$ cat config.mk
export PLATFORM = sky130hd
export DESIGN_NAME = instr_encoder
export DESIGN_NICKNAME = d
export VERILOG_FILES = /design/src/rtl/instr_encoder.sv
export SDC_FILE = /design/constraint.sdc
export NUM_CORES = 1
export LEC_CHECK = 0
export CELL_PAD_IN_SITES_DETAIL_PLACEMENT = 1
export CELL_PAD_IN_SITES_GLOBAL_PLACEMENT = 1
export CORE_MARGIN = 1
export CORE_UTILIZATION = 40
export DETAILED_ROUTE_END_ITERATION = 8
export PLACE_DENSITY = 0.83
export SETUP_SLACK_MARGIN = 0.5
export SLEW_MARGIN = 0
export SYNTH_ARGS = -nofsm -noshare
export SYNTH_HDL_FRONTEND = slang
export SYNTH_SLANG_ARGS = --single-unit
$ cat constraint.sdc
create_clock -name clk -period 4.66 [get_ports clk]
set_input_delay 0.932 -clock clk [delete_from_list [all_inputs] [get_ports clk]]
set_output_delay 0.932 -clock clk [all_outputs]
set_load 0.01 [all_outputs]
$ cat src/rtl/instr_encoder.sv
// RV32I I/S/B instruction encoder feeding a 2-entry in-order result FIFO.
// Ports: clk, rst (sync, active-high); in_valid/in_ready + in_opcode, in_funct3,
//   in_rd, in_rs1, in_rs2, in_imm request; out_valid/out_ready + out_instr,
//   out_err result; err_cnt saturating flagged-request count.
// Build option: define ENC_RANGE_CHECK_EN to flag out-of-range immediates
//   and count flagged requests; otherwise immediates truncate, err_cnt is 0.
module instr_encoder (
  input  logic        clk,
  input  logic        rst,
  input  logic        in_valid,
  output logic        in_ready,
  input  logic [6:0]  in_opcode,
  input  logic [2:0]  in_funct3,
  input  logic [4:0]  in_rd,
  input  logic [4:0]  in_rs1,
  input  logic [4:0]  in_rs2,
  input  logic [31:0] in_imm,
  output logic        out_valid,
  input  logic        out_ready,
  output logic [31:0] out_instr,
  output logic        out_err,
  output logic [7:0]  err_cnt
);

  localparam logic [6:0] OP_LOAD   = 7'b0000011;
  localparam logic [6:0] OP_IMM    = 7'b0010011;
  localparam logic [6:0] OP_STORE  = 7'b0100011;
  localparam logic [6:0] OP_BRANCH = 7'b1100011;

  typedef enum logic [1:0] {
    FMT_I,
    FMT_S,
    FMT_B,
    FMT_BAD
  } fmt_e;

  fmt_e        fmt;
  logic [31:0] word_i;
  logic [31:0] word_s;
  logic [31:0] word_b;
  logic        imm12_ok;
  logic        imm13_ok;
  logic [31:0] enc_word;
  logic        enc_err;

  logic [32:0] slot [2];
  logic        rd_ptr;
  logic        wr_ptr;
  logic [1:0]  count;
  logic        push;
  logic        pop;

  always_comb begin
    fmt = FMT_BAD;
    case (in_opcode)
      OP_LOAD,
      OP_IMM:    fmt = FMT_I;
      OP_STORE:  fmt = FMT_S;
      OP_BRANCH: fmt = FMT_B;
      default:   fmt = FMT_BAD;
    endcase
  end

  assign word_i = {in_imm[11:0], in_rs1, in_funct3,
                   in_rd, in_opcode};
  assign word_s = {in_imm[11:5], in_rs2, in_rs1,
                   in_funct3, in_imm[4:0], in_opcode};
  assign word_b = {in_imm[12], in_imm[10:5], in_rs2,
                   in_rs1, in_funct3, in_imm[4:1],
                   in_imm[11], in_opcode};

`ifdef ENC_RANGE_CHECK_EN
  // In range iff the upper bits are a pure sign extension.
  assign imm12_ok = (in_imm[31:11] == {21{in_imm[11]}});
  assign imm13_ok = (in_imm[31:12] == {20{in_imm[12]}})
                  && !in_imm[0];
`else
  logic imm_unused;
  assign imm12_ok   = 1'b1;
  assign imm13_ok   = 1'b1;
  assign imm_unused = ^in_imm[31:13];
`endif

  always_comb begin
    enc_word = '0;
    enc_err  = 1'b0;
    unique case (fmt)
      FMT_I: begin
        if (imm12_ok) enc_word = word_i;
        else          enc_err  = 1'b1;
      end
      FMT_S: begin
        if (imm12_ok) enc_word = word_s;
        else          enc_err  = 1'b1;
      end
      FMT_B: begin
        if (imm13_ok) enc_word = word_b;
        else          enc_err  = 1'b1;
      end
      FMT_BAD: enc_err = 1'b1;
    endcase
  end

  assign in_ready  = (count != 2'd2);
  assign out_valid = (count != 2'd0);
  assign push      = in_valid && in_ready;
  assign pop       = out_valid && out_ready;

  // Outputs read as zero whenever the FIFO is empty.
  assign out_instr = out_valid ? slot[rd_ptr][31:0] : '0;
  assign out_err   = out_valid ? slot[rd_ptr][32] : 1'b0;

  always_ff @(posedge clk) begin
    if (rst) begin
      slot[0] <= '0;
      slot[1] <= '0;
      rd_ptr  <= 1'b0;
      wr_ptr  <= 1'b0;
      count   <= '0;
    end else begin
      if (push) begin
        slot[wr_ptr] <= {enc_err, enc_word};
        wr_ptr       <= ~wr_ptr;
      end
      if (pop) begin
        rd_ptr <= ~rd_ptr;
      end
      case ({push, pop})
        2'b10:   count <= count + 2'd1;
        2'b01:   count <= count - 2'd1;
        default: count <= count;
      endcase
    end
  end

`ifdef ENC_RANGE_CHECK_EN
  logic [7:0] err_q;

  always_ff @(posedge clk) begin
    if (rst) begin
      err_q <= '0;
    end else if (push && enc_err
                 && (err_q != 8'hFF)) begin
      err_q <= err_q + 8'd1;
    end
  end

  assign err_cnt = err_q;
`else
  assign err_cnt = '0;
`endif

endmodule

# == Yosys cells after proc, flatten, opt, wreduce, memory -nomap -nowiden ==
# Memories as Yosys holds them, arrays and structs flattened. A register that Yosys moved wholly into a read port is not among the register bits.
# Cells that the tools add are included.
# classes
addsub,2
mux,16
bitwise_logic,2
eq_ne,10
n_reduce_logical,8
# op_table
operator,count
case mux 32 bit (3 select lines),1
2-to-1 mux 33 bit,1
OR reduction 33 bit,1
2-to-1 mux 32 bit,1
2-to-1 mux 1 bit,10
"== test 7 x 2 -> 1 bit, second input constant",1
"== test 7 x 5 -> 1 bit, second input constant",1
"== test 7 x 6 -> 1 bit, second input constant",1
"== test 7 bit, second input constant",1
"== test 2 bit, second input constant",3
case mux 2 bit (3 select lines),1
"== test 2 x 1 -> 1 bit, second input constant",2
case mux 2 bit (2 select lines),1
nonzero test 2 bit,2
OR reduction 3 bit,1
"adder 2 x 1 -> 2 bit, second input constant",1
logical AND 1 bit,2
zero test 2 bit,1
"!= test 2 bit, second input constant",1
NOT 1 bit,2
case mux 1 bit (2 select lines),1
OR reduction 2 bit,1
"subtractor 2 x 1 -> 2 bit, second input constant",1
# word_totals
memories,1
wordCells,42
output_inout_bits,43
mem_bits_rw,66
reg_bits,4
# memory_table
memory,words,word_bits,rd,rd_clocked_by_memory_dff,write_ports,line_no,source
slot,2,33,1,1,2,46,logic [32:0] slot [2];

# == Longest topological paths before layout ==
# logic_depth
word_depth,7
ltp_mapped,7

# == Worst setup path before layout ==
# OpenSTA, ideal clock, no wires.
# synth_path
path_kind,input-to-reg
startpoint,input in_valid
endpoint,"memory slot[0][0], enable pin"
path_buffers,0
path_slack_ns,1.634
stages,2
arrival_ns,2.596
setup_ns,0.430
cell_sequence,nand2_1 o21bai_1
# synth_rtl
element,line_no,source
"start, declared",10,"input logic in_valid,"
"end, declared",46,

==> results.ini <==
[outcome]
run_status=finished, final reports clean

[timing]
final_hold_viol_count=0
setup_viol=0
tns_ns=0
min_period_ns=3.24
whs_ns=0.516
min_period_over_period=0.694
worst_slew_pin_slew_ns=1.06
finalMaxSlewViolations=0
max_slew_margin=0.295
clock_skew_ns=0.00520
max_freq_mhz=309
grt_setup_unrepaired=false

[layout]
num_antenna_cells=0
finalNetCount=406
area_growth_pct=30.4
post-route-cell-area_sq_mm=0.00445
fillerInstances=862
drive_gt1_frac=0.0974

[placed_design]
place.gp.congestion=0.725
dpl_cell_area_sq_mm=0.00424
place_hpwl_um=4760
numPortBuffers=76

[route]
ant_nets=0
routedWlPerCell_um=15.9
vias=2252
routed_wl_um=7210
route.detailed.drc=0
first_iter_violations=85
vias_per_cell=4.96
dr.pass1.iters=4

[global_route]
grt_use_total=0.177
grt_remaining_overflow=0
grt_pass1_wl_um=11600
grt_max_degree=35
antenna_found_initial=0
grt_pass1_vias=2392

[synthesis]
synth_seq_cells=71
avgSynthCellArea_sq_um=12.8
seq_area_frac_synth=0.610
synth_simple_gate_area_share=0.185
synthAdderAreaFrac=0.00367
synth_compound_area_frac=0.0491
syn_inst=267
synth_edf_count=66
synth.area.mux_share=0.0968
yosys_warnings=0
synthArstFlopShare=0
synth_top_family_by_area=simple AND/OR/NAND/NOR gates
synth_cell_type_count=36
yosys_most_used_dff=edfxtp_1
synth_xor_area_frac=0.0103
syn_area_sq_mm=0.00341

[worst_setup_path]
cpPeakStageDelay_ns=1.03
cp.arrival_ns=2.30
worstRegToRegCells=3
path_depth=3
path_buf_inv=1
cp-end-kind=output pin
worstPathRequired_ns=3.73
cp_max_fo=33
rrSetupSlack_ns=2.58
endpoint=out_instr[24]
r2r_end=slot[1][30]
crit_type=register to output pin
path_delay_family=flip-flops
start_kind=register
crit_path_top_delay_cell=dfxtp_2
crit_path_cell_trace=mux2i_1, nor2_1, clkdlybuf4s50_1
reg2reg_from=count[0]

[power]
ir_drop_mv=0.380
powerDensity_mw_per_mm2=462
p_leak_nw=1.54

[clocking]
cts_setup_buffers=0
cts_num_sinks=71
cts_resized=0
hold_buffers=0
cts.path.max_buffers=2
clockRootBuffer=clkbuf_8
cts.htree.levels=3
cts_buffers=9
clk_latency_ns=0.34
cts_tree=done
clk_pin_slew_ns=0.07

[die]
ios=104
die_w_um=94.4
die_area_sq_mm=0.00890
chipHeight_um=94.4
core.rowCount=33
core_area_sq_mm=0.00822
start_util=0.415

[run]
maxCapViolations=0

[worst_hold_path]
hold_class=register to register

[Yosys cell counts (2+ instances only)]
cell | count | area share
edfxtp_1 | 66 | 0.58
nor2_1 | 60 | 0.066
mux2i_1 | 33 | 0.097
and2_1 | 29 | 0.053
buf_4 | 10 | 0.022
a22oi_1 | 9 | 0.020
buf_2 | 6 | 0.0088
clkbuf_1 | 5 | 0.0055
dfxtp_1 | 5 | 0.029
inv_1 | 4 | 0.0044
nand2_1 | 3 | 0.0033
nor3_1 | 3 | 0.0044
a2111oi_2 | 2 | 0.0088
a22o_1 | 2 | 0.0051
nand2b_1 | 2 | 0.0037
nand4bb_4 | 2 | 0.016
nor2_2 | 2 | 0.0037
nor2b_1 | 2 | 0.0037
nor2b_4 | 2 | 0.0081
nor4_2 | 2 | 0.0073
xnor2_1 | 2 | 0.0051
xor2_1 | 2 | 0.0051
[stage by stage]
| step | total power [mW] | worst slack [ns] | instances | util |
|---|---|---|---|---|
| finish | 2.06 | 1.42 | 454 | 0.541 |
| global route | 2.16 | 1.27 | 454 | 0.541 |
| CTS | 2.08 | 1.38 | 454 | 0.541 |
| detailed placement | 1.55 | 1.51 | 438 | 0.515 |
| global placement | 1.53 | 1.57 | 438 | 0.515 |
| floorplan | 1.23 | 1.63 | 278 | - |
[state kept, by name, summed over array words and instances, names as in the netlist, named ones only]
name	flops
wr_ptr	1
rd_ptr	1
slot	66
count	2
[worst reg2reg max path: cells and delay by family (launching register included)]
| kind | cells | cell delay [ns] |
|---|---|---|
| flops | 1 | 0.42 |
| simple gates | 3 | 1.27 |
[placed cells by master (no fill, tap or decap), types with 2 or more instances in the layout]
cell type	count
clkinv_2	2
mux2i_1	33
nor2_1	59
a2111oi_2	2
nor4_2	2
nor2b_4	2
inv_1	4
a22o_1	2
and2_1	29
clkinvlp_4	2
clkdlybuf4s50_1	76
nor2b_1	2
a22oi_1	9
bufinv_16	2
nor2_2	3
clkbuf_8	9
xor2_1	2
xnor2_1	2
nand2_1	3
conb_1	12
dfxtp_1	4
edfxtp_1	66
nor3_1	3
nand4bb_4	2
[final cells by class]
cell class,count,area [sq um],area share
multi-input combinational,181,1240,0.278
inverter,4,15.0,0.00338
clock inverter,6,85.1,0.0191
sequential,71,2080,0.468
clock buffer,10,128,0.0287
timing repair buffer,77,768,0.173
tap,105,131,0.0295
[worst min path at each step]
| stage | cells past startpoint | to | startpoint |
|---|---|---|---|
| detailed placement | 2 | register | rd_ptr |
| global route | 2 | count[1] | count[1] |
| finish | 2 | register | rd_ptr |
| floorplan | 2 | count[1] | count[1] |
| global placement | 2 | count[1] | count[1] |
| CTS | 2 | register | rd_ptr |
[where the power goes]
group / total [mW] / leakage [nW] / switching, mW / internal [mW]
registers: 0.879 / 0.741 / 0.0904 / 0.789
logic: 0.647 / 0.700 / 0.310 / 0.337
clock network: 0.531 / 0.102 / 0.232 / 0.300
total: 2.06 / 1.54 / 0.632 / 1.42
[kinds of logic after synthesis]
kind of cell / count (synthesis)
xor+xnor: 4
mux: 33
fa+ha+maj: 1
simple gates: 112
compound gates: 19
buf+inv: 26
flops: 71
other cells: 1
[per-layer routing]
layer	part of all wire	track usage
met1	0.42	0.212
met2	0.52	0.313
met3	0.046	0.0306
met4	0.013	0.0718
met5	0	0
(Power assumes the default switching activity.)
